**src/rtl/imem_loader.sv**
```systemverilog
// imem_loader
//   Boot-time loader placed directly upstream of the single-cycle MIPS core.
//   It accepts a framed byte stream and assembles big-endian 32-bit words.
//   Each word is written into instruction memory. The core is held in reset
//   until the whole image has been written and its XOR checksum matches.
//
//   Frame layout: LEN_HI, LEN_LO (word count N), 4*N payload bytes with the
//   MSB of each word first, then CHK. CHK is the XOR of the payload bytes only.
//
// Ports
//   clk, rst      clock (rising edge) and asynchronous active-high reset
//   start         one-cycle pulse; starts a load from IDLE, DONE or ERR
//   byte_valid    byte_data carries a byte this cycle
//   byte_data     stream byte
//   byte_ready    loader takes the byte this cycle (transfer = valid & ready)
//   im_we         IM write strobe, one cycle per word
//   im_addr       IM word address
//   im_wdata      IM write data
//   cpu_rst       reset to the MIPS core, active high
//   busy          a load is in progress
//   done          image loaded and verified
//   err           length or checksum error
//   words_loaded  words written in the current or last load
module imem_loader #(
  parameter int ADDR_W      = 10,
  parameter int HOLD_CYCLES = 4
) (
  input  logic              clk,
  input  logic              rst,
  input  logic              start,
  input  logic              byte_valid,
  input  logic [7:0]        byte_data,
  output logic              byte_ready,
  output logic              im_we,
  output logic [ADDR_W-1:0] im_addr,
  output logic [31:0]       im_wdata,
  output logic              cpu_rst,
  output logic              busy,
  output logic              done,
  output logic              err,
  output logic [ADDR_W:0]   words_loaded
);

  typedef enum logic [2:0] {
    S_IDLE, S_LEN_HI, S_LEN_LO, S_DATA, S_CHK, S_RELEASE, S_DONE, S_ERR
  } state_t;

  // Largest legal word count: the whole IM.
  localparam logic [16:0] CAP = 17'(1) << ADDR_W;

  state_t              state_q, state_d;
  logic [7:0]          len_hi_q, len_hi_d;
  logic [15:0]         len_q, len_d;
  logic [23:0]         word_q, word_d;     // first three bytes of the current word
  logic [1:0]          bcnt_q, bcnt_d;     // byte position within the word
  logic [ADDR_W:0]     wcnt_q, wcnt_d;     // words fully received
  logic [7:0]          xor_q, xor_d;
  logic [7:0]          hold_q, hold_d;
  logic                im_we_q, im_we_d;
  logic [ADDR_W-1:0]   im_addr_q, im_addr_d;
  logic [31:0]         im_wdata_q, im_wdata_d;
  logic                cpu_rst_q, cpu_rst_d;
  logic                done_q, done_d;
  logic                err_q, err_d;
  logic [ADDR_W:0]     wl_q, wl_d;

  logic                xfer;
  logic [15:0]         len_in;
  logic [ADDR_W:0]     wcnt_inc;

  assign byte_ready = (state_q == S_LEN_HI) || (state_q == S_LEN_LO) ||
                      (state_q == S_DATA)   || (state_q == S_CHK);
  assign busy       = !((state_q == S_IDLE) || (state_q == S_DONE) || (state_q == S_ERR));
  assign xfer       = byte_valid && byte_ready;
  assign len_in     = {len_hi_q, byte_data};
  assign wcnt_inc   = wcnt_q + (ADDR_W+1)'(1);

  always_comb begin
    state_d    = state_q;
    len_hi_d   = len_hi_q;
    len_d      = len_q;
    word_d     = word_q;
    bcnt_d     = bcnt_q;
    wcnt_d     = wcnt_q;
    xor_d      = xor_q;
    hold_d     = hold_q;
    im_we_d    = 1'b0;
    im_addr_d  = im_addr_q;
    im_wdata_d = im_wdata_q;
    cpu_rst_d  = cpu_rst_q;
    done_d     = done_q;
    err_d      = err_q;
    wl_d       = wl_q;

    // A write retires one cycle after its fourth byte; bytes keep flowing
    // meanwhile, and the next write cannot arrive sooner than 4 cycles later.
    if (im_we_q) begin
      im_addr_d = im_addr_q + ADDR_W'(1);
      wl_d      = wl_q + (ADDR_W+1)'(1);
    end

    unique case (state_q)
      S_IDLE, S_DONE, S_ERR: begin
        if (start) begin
          state_d   = S_LEN_HI;
          done_d    = 1'b0;
          err_d     = 1'b0;
          wl_d      = '0;
          xor_d     = '0;
          bcnt_d    = '0;
          wcnt_d    = '0;
          cpu_rst_d = 1'b1;
          im_addr_d = '0;
        end
      end
      S_LEN_HI: begin
        if (xfer) begin
          len_hi_d = byte_data;
          state_d  = S_LEN_LO;
        end
      end
      S_LEN_LO: begin
        if (xfer) begin
          len_d = len_in;
          if ({1'b0, len_in} > CAP) begin
            state_d = S_ERR;
            err_d   = 1'b1;
          end else if (len_in == 16'd0) begin
            state_d = S_CHK;
          end else begin
            state_d = S_DATA;
          end
        end
      end
      S_DATA: begin
        if (xfer) begin
          xor_d  = xor_q ^ byte_data;
          bcnt_d = bcnt_q + 2'd1;
          if (bcnt_q == 2'd3) begin
            im_we_d    = 1'b1;
            im_wdata_d = {word_q, byte_data};
            wcnt_d     = wcnt_inc;
            if (16'(wcnt_inc) == len_q) state_d = S_CHK;
          end else begin
            word_d = {word_q[15:0], byte_data};
          end
        end
      end
      S_CHK: begin
        if (xfer) begin
          if (byte_data == xor_q) begin
            state_d = S_RELEASE;
            hold_d  = 8'(HOLD_CYCLES);
          end else begin
            state_d = S_ERR;
            err_d   = 1'b1;
          end
        end
      end
      S_RELEASE: begin
        // Counting down to zero and then one more cycle puts the release
        // HOLD_CYCLES+1 cycles after the checksum byte.
        if (hold_q == 8'd0) begin
          cpu_rst_d = 1'b0;
          done_d    = 1'b1;
          state_d   = S_DONE;
        end else begin
          hold_d = hold_q - 8'd1;
        end
      end
      default: state_d = S_IDLE;
    endcase
  end

  always_ff @(posedge clk or posedge rst) begin
    if (rst) begin
      state_q    <= S_IDLE;
      len_hi_q   <= '0;
      len_q      <= '0;
      word_q     <= '0;
      bcnt_q     <= '0;
      wcnt_q     <= '0;
      xor_q      <= '0;
      hold_q     <= '0;
      im_we_q    <= 1'b0;
      im_addr_q  <= '0;
      im_wdata_q <= '0;
      cpu_rst_q  <= 1'b1;
      done_q     <= 1'b0;
      err_q      <= 1'b0;
      wl_q       <= '0;
    end else begin
      state_q    <= state_d;
      len_hi_q   <= len_hi_d;
      len_q      <= len_d;
      word_q     <= word_d;
      bcnt_q     <= bcnt_d;
      wcnt_q     <= wcnt_d;
      xor_q      <= xor_d;
      hold_q     <= hold_d;
      im_we_q    <= im_we_d;
      im_addr_q  <= im_addr_d;
      im_wdata_q <= im_wdata_d;
      cpu_rst_q  <= cpu_rst_d;
      done_q     <= done_d;
      err_q      <= err_d;
      wl_q       <= wl_d;
    end
  end

  assign im_we        = im_we_q;
  assign im_addr      = im_addr_q;
  assign im_wdata     = im_wdata_q;
  assign cpu_rst      = cpu_rst_q;
  assign done         = done_q;
  assign err          = err_q;
  assign words_loaded = wl_q;

endmodule

```
**config.mk**
```make
export PLATFORM = sky130hd
export DESIGN_NAME = imem_loader
export DESIGN_NICKNAME = d
export VERILOG_FILES = /design/src/rtl/imem_loader.sv
export SDC_FILE = /design/constraint.sdc
export NUM_CORES = 1
export LEC_CHECK = 0
export BUFFER_PORTS_ARGS = -buffer_cell sky130_fd_sc_hd__clkbuf_2
export CAP_MARGIN = 20
export CORE_ASPECT_RATIO = 1.4
export CORE_MARGIN = 8
export CORE_UTILIZATION = 53
export CTS_CLUSTER_SIZE = 30
export DETAILED_ROUTE_END_ITERATION = 6
export GPL_ROUTABILITY_DRIVEN = 0
export PLACE_DENSITY = 0.76
export SLEW_MARGIN = 25
export SYNTH_ARGS = -nofsm -noshare
export SYNTH_HDL_FRONTEND = slang
export SYNTH_SLANG_ARGS = --single-unit
```
**constraint.sdc**
```tcl
create_clock -name clk -period 4.95 [get_ports clk]
set_clock_uncertainty 0.1 [all_clocks]
set_input_delay 0.99 -clock clk [delete_from_list [all_inputs] [get_ports clk]]
set_output_delay 0.99 -clock clk [all_outputs]
set_load 0.1 [all_outputs]
```
==> results of run 1 <==
-- report_power, final --
part | leakage, uW | switching (uW) | internal, uW | total, uW
registers | 0.00174 | 393 | 1570 | 1960
clock network | 0.000300 | 489 | 822 | 1310
logic | 0.00149 | 1940 | 646 | 2590
total | 0.00353 | 2830 | 3040 | 5860
-- logic make-up after synthesis --
logic type | count (synthesis)
xor gates and xnor gates | 43
muxes | 50
adders and majority gates | 6
AOI/OAI and AO/OA | 91
and+or+nand+nor | 273
buffers and inverters | 47
DFF | 137
-- tightest hold or removal path, delay by kind of cell (launching register included) --
family | cells | cell delay [ns]
simple gates | 2 | 0.10
flops | 1 | 0.34
-- registers in the layout (all words and copies together), names as in the netlist, 8 cells and up --
| name | flops |
|---|---|
| wcnt_q | 11 |
| len_hi_q | 8 |
| hold_q | 8 |
| words_loaded | 11 |
| im_wdata | 32 |
| im_addr | 10 |
| xor_q | 8 |
| word_q | 24 |
| len_q | 16 |
-- routing by layer --
| metal | vias up | share of wire, % | GRT usage [%] |
|---|---|---|---|
| met5 | - | 0 | 0 |
| met4 | 0 | 3.1 | 9.898 |
| met3 | 41 | 5.0 | 4.472 |
| met2 | 161 | 51 | 32.58 |
| met1 | 2488 | 41 | 22.41 |
| li1 | 2324 | - | - |
-- Yosys cell counts (3+ instances only) --
cell	instances
mux2_2	47
buf_4	8
nor3_1	11
a21oi_1	11
nand2_1	137
clkbuf_1	14
inv_1	8
nor2_1	51
o31ai_1	4
or2_2	3
and2_1	3
buf_2	13
or4_1	3
and3_1	8
nand3b_1	4
nand3_1	7
nand2b_1	10
nor2b_1	3
nor4_1	5
dfrtp_1	136
ha_1	6
xor2_1	20
o41ai_1	3
nand4_1	15
o21ai_0	46
a31oi_1	3
a21o_1	3
mux2i_1	3
xnor2_1	22
-- stage by stage --
step	cells	power, uW	cell area (um2)	utilization, %	hold WS (ns)
after floorplan	647	4062	6511	-	0.3348
after global placement	832	4437	6894	56.55	0.3610
after detailed placement	832	4547	6894	56.55	0.3625
after CTS	864	5888	7515	61.64	0.3821
after global routing	865	6143	7530	61.76	0.3935
final	865	5862	7530	61.76	0.3782
-- final cells by class --
type | instances | share of cell area [%]
flip-flops and latches | 137 | 45.55
multi-input cells | 463 | 38.04
clock buffers | 19 | 6.015
repair buffers | 73 | 5.118
well taps | 150 | 2.493
clock inverters | 13 | 2.227
inverters | 10 | 0.5650
-- worst max path at each step --
stage,to,slack [ns],cells after the start,startpoint
after global placement,word_q[19]$_DFFE_PP0P_,1.82,5,byte_valid
after global routing,xor_q[2]$_DFFE_PP0P_,1.60,6,state_q[0]$_DFFE_PP0P_
after CTS,word_q[5]$_DFFE_PP0P_,1.64,4,state_q[0]$_DFFE_PP0P_
final,busy,1.78,4,state_q[0]$_DFFE_PP0P_
after floorplan,bcnt_q[0]$_DFFE_PP0P_,0.19,1,rst
after detailed placement,word_q[10]$_DFFE_PP0P_,1.66,4,state_q[0]$_DFFE_PP0P_
==> summary.txt, run 1 <==
Outcome
  • Outcome: finished clean

Global route
  • Total grt overflow: 0
  • Via count of the first global-routing pass: 5,125
  • First-pass GRT wire length: 24.98 mm
  • Largest net degree at the start of global routing: 79
  • Combined global-route utilization of all metal layers: 19.45%
  • Initial antenna violation count: 0

Layout
  • Layout cells sized above 1: 23.64%
  • Net count of the finished layout: 720
  • Area of all sequential standard cells: 0.003430 mm2
  • # fillers: 962
  • Count of antenna diodes in the layout: 0
  • Commonest non-fill, non-tap cell in the layout: nand2_1
  • Top library cells by usage in the layout, fill and taps aside: nand2_1, dfrtp_1, clkbuf_2
  • Multi-input logic area: 0.002864 mm2
  • Area growth, synth to finish: 15.64%

Synthesis
  • Synth area leader: dfrtp_1
  • Adder-cell share of the synthesized area: 1.153%
  • Ys flop type: dfrtp_1
  • Proportion of synthesized chip area in sequential cells: 52.67%
  • Number of synthesized flops with an enable pin: 0
  • Share of the synthesized area in compound gates (AO/OA/AOI/OAI): 8.820%
  • Ys async rst share: 100.0%
  • Mean Syn Cell Area: 10.06 um2
  • Main combinational cell family by area after synthesis: simple AND/OR/NAND/NOR gates
  • Share of synthesized cell area in and, or, nand and nor gates: 19.45%
  • Main area contributors after synthesis: dfrtp_1, mux2_2, nand2_1, o21ai_0, xnor2_1
  • Syn nets: 665
  • Number of different library cells in the post-synthesis netlist: 61
  • Gate count of the mapped netlist: 647
  • Multiplexer share of the synthesized area: 8.590%
  • Synthesis warning total: 0
  • Cell Area, Synth: 0.006511 mm2
  • Synth Area in XOR/XNOR: 5.899%
  • Synthesized flop and latch total: 137
  • Top cell type's share of synthesized area: 52.27%

Min path
  • Critical hold path startpoint: im_wdata[30]$_DFFE_PP0P_
  • Hold Path Cell Cnt: 2
  • Hold-critical path endpoint: im_wdata[30]$_DFFE_PP0P_
  • Worst hold-check path type: flop to flop

CTS
  • Maximum level of the CTS H-tree: 4
  • Clock latency of the later-clocked register in the worst-skew pair: 0.42 ns
  • Maximum root-to-sink buffer count: 2
  • Clock tree from TritonCTS: yes
  • Hold Buf Count CTS: 0
  • Number of post-CTS setup repair buffers: 0
  • Clock Tree Root: clkbuf_16
  • Clock transition at path regs: 0.06 ns
  • Resized Gates After CTS: 0
  • Clock sink total: 137
  • TritonCTS Buffers: 17

Placed design
  • Setup WS pre-CTS: 1.661 ns
  • Half-perimeter wire length after placement: 10.24 mm
  • Buffers on Ports: 70

Critical path
  • Capture instance of the worst register-to-register path: xor_q[2]$_DFFE_PP0P_
  • Endpoint kind of the worst setup timing path: output pin
  • R2R Path Start: state_q[0]$_DFFE_PP0P_
  • CP startpoint kind: flop
  • Reg-to-reg slack, setup: 1.91 ns
  • Cell depth of the worst flop-to-flop path: 6
  • Largest delay contributor family on the critical path: flip-flops
  • Arrival time at the worst endpoint: 2.08 ns
  • CP Cell Sequence: or2_2 -> o21ai_0 -> inv_1 -> clkbuf_2
  • Worst path buffer plus inverter count: 2
  • Slowest Stage Delay on Critical Path: 0.62 ns
  • Maximum fanout along the worst path: 23
  • Required time of the critical path: 3.86 ns
  • Worst path slowest cell: dfrtp_1
  • Crit Path Category: flop to output pin

Routing
  • Wire length reported by the detailed router: 14.93 mm
  • Vias: 5,014
  • Count of nets left with antenna violations after detail routing: 0
  • Pre-Repair DR Iteration Count: 5
  • Per-cell routed wire length: 17.26 um
  • Drt first-iter violations: 192
  • Remaining routing DRC violations: 0
  • Drt via density: 5.797

Pwr
  • Pwr per Cell Area: 778.5 mW/mm2
  • Leakage power of the design: 0.003528 uW
  • Max rail drop VDD: 573.2 uV

Floorplanning
  • Initial cell density of the core: 53.41%
  • Site Rows: 48
  • Core ar.: 0.01219 mm2
  • Die Footprint: 0.01614 mm2
  • Chip Width: 109.7 um
  • Top-level I/O count: 71
  • Die span in y: 147.1 um

Timing
  • Worst slew margin: 33.88%
  • Maximum achievable frequency: 315.7 MHz
  • Setup-violating endpoint count in the final report: 0
  • Min Tclk post-route: 3.168 ns
  • Final cycle utilization of the critical path: 64.00%
  • Final slew viol count: 0
  • Tightest Pin Transition: 0.9917 ns
  • Setup ws final: 1.782 ns
  • Unrepaired setup endpoints after global routing: false
  • Sum of negative setup slack: 0 ns
  • Count of endpoints failing hold in the final timing report: 0

Run
  • Max cap viols: 0
(Power assumes the default switching activity.)
==> run 2: changes to the inputs <==
--- a/config.mk
+++ b/config.mk
@@ -5,11 +5,12 @@
 export SDC_FILE = /design/constraint.sdc
 export NUM_CORES = 1
 export LEC_CHECK = 0
+export ABC_AREA = 1
 export BUFFER_PORTS_ARGS = -buffer_cell sky130_fd_sc_hd__clkbuf_2
 export CAP_MARGIN = 20
 export CORE_ASPECT_RATIO = 1.4
 export CORE_MARGIN = 8
-export CORE_UTILIZATION = 53
+export CORE_UTILIZATION = 55
 export CTS_CLUSTER_SIZE = 30
 export DETAILED_ROUTE_END_ITERATION = 6
 export GPL_ROUTABILITY_DRIVEN = 0
==> constraint.sdc (replaced) <==
create_clock -name clk -period 3.3 [get_ports clk]
set_clock_uncertainty 0.1 [all_clocks]
set_input_delay 0.66 -clock clk [delete_from_list [all_inputs] [get_ports clk]]
set_output_delay 0.66 -clock clk [all_outputs]
set_load 0.1 [all_outputs]
==> run 2 against run 1 <==
  * Global-route usage grew 1.2 points
  * Critical endpoint is now byte_ready
  * Sequential share of layout area grew 0.79 points
  * Sequential cell count unchanged
  * Power is 30% higher
  * Non-clock buffer count up 3
  * Largest cell class unchanged
  * Cell count rose by 12%
  * Register-to-register slack lost 1.0 ns
  * Area after synthesis is 2.1% lower
  * Core utilization up 3.5 points
  * Routed wire length is 1.2% lower
==> summary.txt, run 2 <==
Critical path
  • Crit Path Category: flop to output pin
  • Required time of the critical path: 2.54 ns (-1.32 ns)
  • Endpoint kind of the worst setup timing path: output pin
  • Reg-to-reg slack, setup: 0.89 ns (-1.02 ns)
  • R2R Path Start: state_q[2]$_DFFE_PP0P_
  • Cell depth of the worst flop-to-flop path: 12 (+6)
  • Largest delay contributor family on the critical path: buffers and inverters
  • Worst path slowest cell: clkbuf_2
  • CP Cell Sequence: inv_2 -> nand2_1 -> o21ai_1 -> nor2_2 -> nor2_1 -> clkbuf_2
  • Worst path buffer plus inverter count: 2 (unchanged)
  • Maximum fanout along the worst path: 5 (-78%)
  • CP startpoint kind: flop
  • Arrival time at the worst endpoint: 1.96 ns (-0.12 ns)
  • Capture instance of the worst register-to-register path: wcnt_q[0]$_DFFE_PP0P_
  • Slowest Stage Delay on Critical Path: 0.51 ns (-0.11 ns)

Floorplanning
  • Initial cell density of the core: 56.20% (+2.8 points)
  • Die Footprint: 0.01534 mm2 (-5.0%)
  • Top-level I/O count: 71 (unchanged)
  • Site Rows: 46 (-4.2%)
  • Die span in y: 143.4 um (-2.6%)
  • Chip Width: 107.0 um (-2.5%)
  • Core ar.: 0.01134 mm2 (-7.0%)

Global route
  • Total grt overflow: 0 (unchanged)
  • Combined global-route utilization of all metal layers: 20.60% (+1.2 points)
  • Largest net degree at the start of global routing: 73 (-7.6%)
  • Grt met3 use: 3.855% (-0.62 points)
  • Via count of the first global-routing pass: 5,168 (+0.84%)
  • Initial antenna violation count: 0 (unchanged)
  • Met2 Resource Use GR: 37.32% (+4.7 points)
  • Global route hottest layer: met2
  • Met1 Usage GRT: 22.63% (+0.22 points)
  • First-pass GRT wire length: 24.96 mm (-0.11%)

Routing
  • Vias: 5,150 (+2.7%)
  • Drt first-iter violations: 340 (+77%)
  • Per-cell routed wire length: 15.18 um (-12%)
  • Remaining routing DRC violations: 0 (unchanged)
  • Count of nets left with antenna violations after detail routing: 0 (unchanged)
  • Wire length reported by the detailed router: 14.76 mm (-1.2%)
  • Pre-Repair DR Iteration Count: 6 (+1)
  • Drt via density: 5.298 (-8.6%)

Synthesis
  • Number of synthesized flops with an enable pin: 0 (unchanged)
  • Proportion of synthesized chip area in sequential cells: 53.82% (+1.1 points)
  • Ys flop type: dfrtp_1
  • Synth area leader: dfrtp_1
  • Top cell type's share of synthesized area: 53.41% (+1.1 points)
  • Synthesized flop and latch total: 137 (unchanged)
  • Ys async rst share: 100.0% (unchanged)
  • Synthesis warning total: 0 (unchanged)
  • Syn nets: 760 (+14%)
  • Gate count of the mapped netlist: 742 (+15%)
  • Count leader, synth: nand2_1
  • Main area contributors after synthesis: dfrtp_1, nand2_1, inv_1, o21ai_0, nor2_1
  • Cell Area, Synth: 0.006372 mm2 (-2.1%)
  • Mean Syn Cell Area: 8.588 um2 (-15%)
  • Most numerous cell types in the synthesized netlist: nand2_1, dfrtp_1, inv_1
  • Number of different library cells in the post-synthesis netlist: 39 (-36%)

Timing
  • Final cycle utilization of the critical path: 82.38%
  • Maximum achievable frequency: 367.8 MHz
  • Min Hold Slack: 0.2653 ns (-0.1129 ns)
  • Unrepaired setup endpoints after global routing: false
  • Worst slew margin: 42.25% (+8.4 points)
  • Setup-violating endpoint count in the final report: 0 (unchanged)
  • Final slew viol count: 0 (unchanged)
  • Sum of negative setup slack: 0 ns (unchanged)
  • Tightest Pin Transition: 0.8642 ns (-0.1275 ns)
  • Count of endpoints failing hold in the final timing report: 0 (unchanged)
  • Min Tclk post-route: 2.719 ns

Layout
  • Top library cells by usage in the layout, fill and taps aside: nand2_1, dfrtp_1, inv_1
  • Net count of the finished layout: 833 (+16%)
  • Layout cells sized above 1: 17.39% (-6.2 points)
  • Count of antenna diodes in the layout: 0 (unchanged)
  • Area growth, synth to finish: 16.16%
  • Max FFs per register: 32 (unchanged)
  • Commonest non-fill, non-tap cell in the layout: nand2_1

Pwr
  • Proportion of power drawn by combinational gates: 42.1% (-2.1 points)
  • Pwr per Cell Area: 1031 mW/mm2 (+32%)
  • Max rail drop VDD: 801.9 uV (+40%)
  • Internal power: 4022 uW (+32%)
  • Switching Power: 3609 uW (+28%)
  • Leakage power of the design: 0.003768 uW (+6.8%)
  • Sequential fraction of design power: 33.5% (about the same)
  • Switching part of the total power: 47.29% (-0.90 points)
  • Clock share of power: 24.4% (+2.0 points)
  • Total Power: 7631 uW (+30%)

Run
  • Max cap viols: 0 (unchanged)

CTS
  • Maximum level of the CTS H-tree: 4 (unchanged)
  • Number of post-CTS setup repair buffers: 0 (unchanged)
  • Clock Tree Root: clkbuf_16
  • Resized Gates After CTS: 0 (unchanged)
  • TritonCTS Buffers: 17 (unchanged)
  • Clock sink total: 137 (unchanged)
  • Clock latency of the later-clocked register in the worst-skew pair: 0.42 ns (about the same)
  • Maximum root-to-sink buffer count: 2 (unchanged)
  • Clock tree from TritonCTS: yes
  • Clock transition at path regs: 0.06 ns (about the same)
  • Hold Buf Count CTS: 0 (unchanged)

Outcome
  • Outcome: finished clean

Placed design
  • Buffers on Ports: 70 (unchanged)
  • Half-perimeter wire length after placement: 10.62 mm (+3.8%)

Min path
  • Worst hold-check path type: input pin to async pin
run 2: changes by cell type in the layout (fill, tap and decap cells not counted), sizes merged, moves of 10 or more:
| cell | before | now |
|---|---|---|
| inv | 12 | 92 |
| xnor2 | 22 | 5 |
| a21oi | 11 | 21 |
| mux2 | 47 | 4 |
| o21ai | 46 | 83 |
| xor2 | 21 | 11 |
| nand2 | 137 | 212 |
| nand3 | 7 | 34 |
run 2: stage by stage:
step | util, % | cells | setup slack (ns) | area (um2)
2_1_floorplan | - | 742 | 0.2709 | 6376
3_3_place_gp | 60.17 | 940 | 1.046 | 6823
3_5_place_dp | 60.17 | 940 | 1.004 | 6823
4_1_cts | 65.28 | 972 | 0.6121 | 7402
5_1_grt | 65.28 | 972 | 0.5077 | 7402
6_report | 65.28 | 972 | 0.5813 | 7402
run 2: final cells by class:
type / count / area (um2)
Fill cell: 890 / 3936
Sequential cell: 137 / 3430
Multi-Input combinational cell: 491 / 2440
Tap cell: 144 / 180.2
Timing Repair Buffer: 76 / 420.4
Clock inverter: 13 / 146.4
Clock buffer: 19 / 432.9
Inverter: 92 / 352.8
run 2: worst max path at each step:
stage	depth (start not counted)	slack (ns)	end	startpoint
6_report	6	0.58	byte_ready	state_q[2]$_DFFE_PP0P_
5_1_grt	6	0.51	byte_ready	state_q[2]$_DFFE_PP0P_
4_1_cts	6	0.61	byte_ready	state_q[2]$_DFFE_PP0P_
3_5_place_dp	12	1.00	wcnt_q[10]$_DFFE_PP0P_	state_q[2]$_DFFE_PP0P_
3_3_place_gp	12	1.05	wcnt_q[10]$_DFFE_PP0P_	state_q[2]$_DFFE_PP0P_
2_1_floorplan	10	0.27	word_q[10]$_DFFE_PP0P_	state_q[2]$_DFFE_PP0P_
run 2: power by group through the flow:
stage / clock [uW] / sequential, uW / combinational [uW]
2_1_floorplan: 0 / 3590 / 1580
6_report: 1860 / 2560 / 3210
3_3_place_gp: 0 / 2540 / 3130
3_5_place_dp: 0 / 2570 / 3200
5_1_grt: 1970 / 2620 / 3490
4_1_cts: 1890 / 2550 / 3230
run 2: per-layer routing:
metal  up-vias  part of all wire (%)
met4         0                   2.2
met2       124                    55
met1      2471                    39
met3        26                   3.8
met5         -                     0
li1       2529                     -
run 2: logic make-up after synthesis:
| logic type | after synthesis | share of synthesized area (%) |
|---|---|---|
| AND/OR/NAND/NOR | 334 | 22.15 |
| flip-flops | 137 | 53.82 |
| AO/OA/AOI/OAI | 131 | 12.06 |
| buffers and inverters | 114 | 7.893 |
| XOR/XNOR | 16 | 2.199 |
| adder cells (fa/ha/maj) | 6 | 1.178 |
| multiplexers | 4 | 0.7068 |
run 2: worst reg2reg max path: stages, from the launching register on:
cell and delay [ns]:
dfrtp_1 0.44, inv_2 0.12, nand2_1 0.07, o21ai_1 0.10
nor2_2 0.08, inv_4 0.12, o22ai_2 0.11, a21oi_2 0.12
buf_4 0.22, nand2_2 0.22, inv_1 0.36, nor2_1 0.10
a21oi_1 0.16
==> run 3: changes to the inputs <==
--- a/config.mk
+++ b/config.mk
@@ -10,7 +10,7 @@
 export CAP_MARGIN = 20
 export CORE_ASPECT_RATIO = 1.4
 export CORE_MARGIN = 8
-export CORE_UTILIZATION = 55
+export CORE_UTILIZATION = 53
 export CTS_CLUSTER_SIZE = 30
 export DETAILED_ROUTE_END_ITERATION = 6
 export GPL_ROUTABILITY_DRIVEN = 0
==> constraint.sdc (replaced) <==
create_clock -name clk -period 2.4 [get_ports clk]
set_clock_uncertainty 0.1 [all_clocks]
set_input_delay 0.48 -clock clk [delete_from_list [all_inputs] [get_ports clk]]
set_output_delay 0.48 -clock clk [all_outputs]
set_load 0.1 [all_outputs]
==> run 3 against run 2 <==
  * Core utilization fell by 2.2 points
  * Worst hold slack better by 0.042 ns
  * Worst setup slack worse by 0.47 ns
  * Combinational power is 39% higher
  * Highest routed layer unchanged
==> summary.txt, run 3 (synthesis results as in run 2) <==
Timing
  • Worst slew margin: 55.28% (+13 points)
  • Maximum achievable frequency: 437.6 MHz
  • Min Tclk post-route: 2.285 ns
  • Unrepaired setup endpoints after global routing: false
  • Final slew viol count: 0 (unchanged)
  • Count of endpoints failing hold in the final timing report: 0 (unchanged)
  • Tightest Pin Transition: 0.6708 ns (-0.1934 ns)
  • Final cycle utilization of the critical path: 95.21%
  • Min Hold Slack: 0.3070 ns (+0.04173 ns)
  • Setup-violating endpoint count in the final report: 0 (unchanged)

Global route
  • Combined global-route utilization of all metal layers: 18.91% (-1.7 points)
  • Total grt overflow: 0 (unchanged)
  • Via count of the first global-routing pass: 5,214 (+0.89%)
  • First-pass GRT wire length: 24.11 mm (-3.4%)
  • Largest net degree at the start of global routing: 63 (-14%)
  • Initial antenna violation count: 0 (unchanged)

Routing
  • Wire length reported by the detailed router: 14.10 mm (-4.5%)
  • Met2 wire length: 7.308 mm (-9.9%)
  • Per-cell routed wire length: 14.44 um (-4.9%)
  • Count of nets left with antenna violations after detail routing: 0 (unchanged)
  • Drt via density: 5.295 (about the same)
  • Wire length on met1: 5.900 mm (+2.4%)
  • Remaining routing DRC violations: 0 (unchanged)
  • Met3 layer wire length in the routed design: 592 um (+5.5%)
  • Highest metal layer used by the detailed router: met4
  • Vias: 5,168 (+0.35%)
  • Pre-Repair DR Iteration Count: 5 (-1)
  • Drt first-iter violations: 385 (+13%)

Critical path
  • Maximum fanout along the worst path: 5 (unchanged)
  • CP startpoint kind: flop
  • Required time of the critical path: 1.82 ns (-0.72 ns)
  • Crit Path Category: flop to output pin
  • Arrival time at the worst endpoint: 1.71 ns (-0.25 ns)
  • Endpoint kind of the worst setup timing path: output pin

Floorplanning
  • Die Footprint: 0.01584 mm2 (+3.3%)
  • Core ar.: 0.01176 mm2 (+3.7%)
  • Site Rows: 47 (+2.2%)
  • Top-level I/O count: 71 (unchanged)
  • Die span in y: 145.7 um (+1.7%)
  • Initial cell density of the core: 54.18% (-2.0 points)
  • Chip Width: 108.7 um (+1.6%)

Pwr
  • Pwr per Cell Area: 1407 mW/mm2 (+36%)
  • Leakage power of the design: 0.003766 uW (about the same)
  • Max rail drop VDD: 1352 uV (+69%)
  • Sequential fraction of design power: 33.7% (+0.2 points)
  • Internal power: 5537 uW (+38%)
  • Clock share of power: 23.6% (-0.8 points)
  • Switching Power: 4901 uW (+36%)
  • Switching part of the total power: 46.95% (-0.34 points)
  • Proportion of power drawn by combinational gates: 42.7% (+0.6 points)

Placed design
  • Buffers on Ports: 70 (unchanged)
  • Half-perimeter wire length after placement: 9.991 mm (-6.0%)
  • Placement-stage cell area: 0.006840 mm2 (+0.26%)

CTS
  • Maximum root-to-sink buffer count: 2 (unchanged)
  • Clock Tree Root: clkbuf_16
  • Clock tree from TritonCTS: yes
  • TritonCTS Buffers: 17 (unchanged)
  • Clock sink total: 137 (unchanged)
  • Clock transition at path regs: 0.06 ns (about the same)
  • Number of post-CTS setup repair buffers: 0 (unchanged)
  • Maximum level of the CTS H-tree: 4 (unchanged)
  • Clock latency of the later-clocked register in the worst-skew pair: 0.41 ns (about the same)

Layout
  • Top library cells by usage in the layout, fill and taps aside: nand2_1, dfrtp_1, inv_1
  • Count of antenna diodes in the layout: 0 (unchanged)
  • Final Cell Area: 0.007420 mm2 (+0.24%)
  • Layout cells sized above 1: 18.34% (+0.94 points)
  • # fillers: 961 (+8.0%)
  • Net count of the finished layout: 836 (+0.36%)
  • Max FFs per register: 32 (unchanged)
  • Commonest non-fill, non-tap cell in the layout: nand2_1
  • Post-Route Utilization: 63.09% (-2.2 points)
  • Area growth, synth to finish: 16.43%

Run
  • Max cap viols: 0 (unchanged)

Min path
  • Worst hold-check path type: input pin to flop

Outcome
  • Outcome: finished clean
## run 3: cell count changes in the layout (fill, tap and decap cells not counted), sizes merged
cell,change
bufinv,-1
buf,+3
clkinv,-4
clkinvlp,+1
dlygate4sd3,+1
inv,+1
## run 3: final timing paths
kind	from	to	depth (start not counted)	slack (ns)
setup / recovery	state_q[2]$_DFFE_PP0P_	byte_ready	6	0.11
hold reg to reg	word_q[17]$_DFFE_PP0P_	im_wdata[25]$_DFFE_PP0P_	2	0.37
max in group asynchronous	rst	word_q[15]$_DFFE_PP0P_	4	0.97
setup reg to reg	state_q[1]$_DFFE_PP0P_	wcnt_q[10]$_DFFE_PP0P_	10	0.20
min in group asynchronous	rst	im_we$_DFF_PP0_	3	0.39
hold / removal	byte_data[0]	xor_q[0]$_DFFE_PP0P_	4	0.31
## run 3: through the flow
stage / setup slack (ns) / std cells / TNS, ns / power [uW]
floorplan: -0.03356 / 742 / -0.1007 / 7119
global placement: 0.3084 / 945 / 0 / 7817
detailed placement: 0.2320 / 945 / 0 / 7957
CTS: 0.04596 / 976 / 0 / 10480
global route: 0.008765 / 976 / 0 / 11020
finish: 0.1149 / 976 / 0 / 10440
## run 3: cell type report
type	count	area, um2	area share (%)
inverters	92	352.8	4.755
well taps	147	183.9	2.479
repair buffers	79	437.9	5.902
flip-flops and latches	137	3435	46.29
multi-input cells	491	2450	33.02
clock inverters	10	93.84	1.265
clock buffers	20	466.7	6.290
## run 3: worst max-delay path, stage by stage (launching register included)
cell and delay, ns:
dfrtp_2 0.45, inv_2 0.11, nand2_1 0.08, o21ai_1 0.11, nor2_2 0.10, nor2_4 0.11, clkbuf_4 0.34
## run 3: per-layer routing
metal  global-route usage, %  up-vias
li1                        -     2522
met1                   22.51     2483
met2                   31.45      133
met3                   4.787       30
met4                   7.766        0
met5                       0        -
## run 3: power groups by stage
stage | Clock (uW) | Sequential, uW | Combinational, uW
finish | 2460 | 3520 | 4450
global route | 2610 | 3600 | 4810
CTS | 2490 | 3510 | 4480
detailed placement | 0 | 3530 | 4420
global placement | 0 | 3490 | 4320
floorplan | 0 | 4930 | 2190
## run 3: timing repair
| item | CTS | global route |
|---|---|---|
| hold buffers | 1 | 0 |
| resized for setup | 3 | 2 |
| endpoints found under the setup margin | 2 | 2 |
| pin swaps | 0 | 1 |
| endpoints found under the hold margin | 1 | 0 |
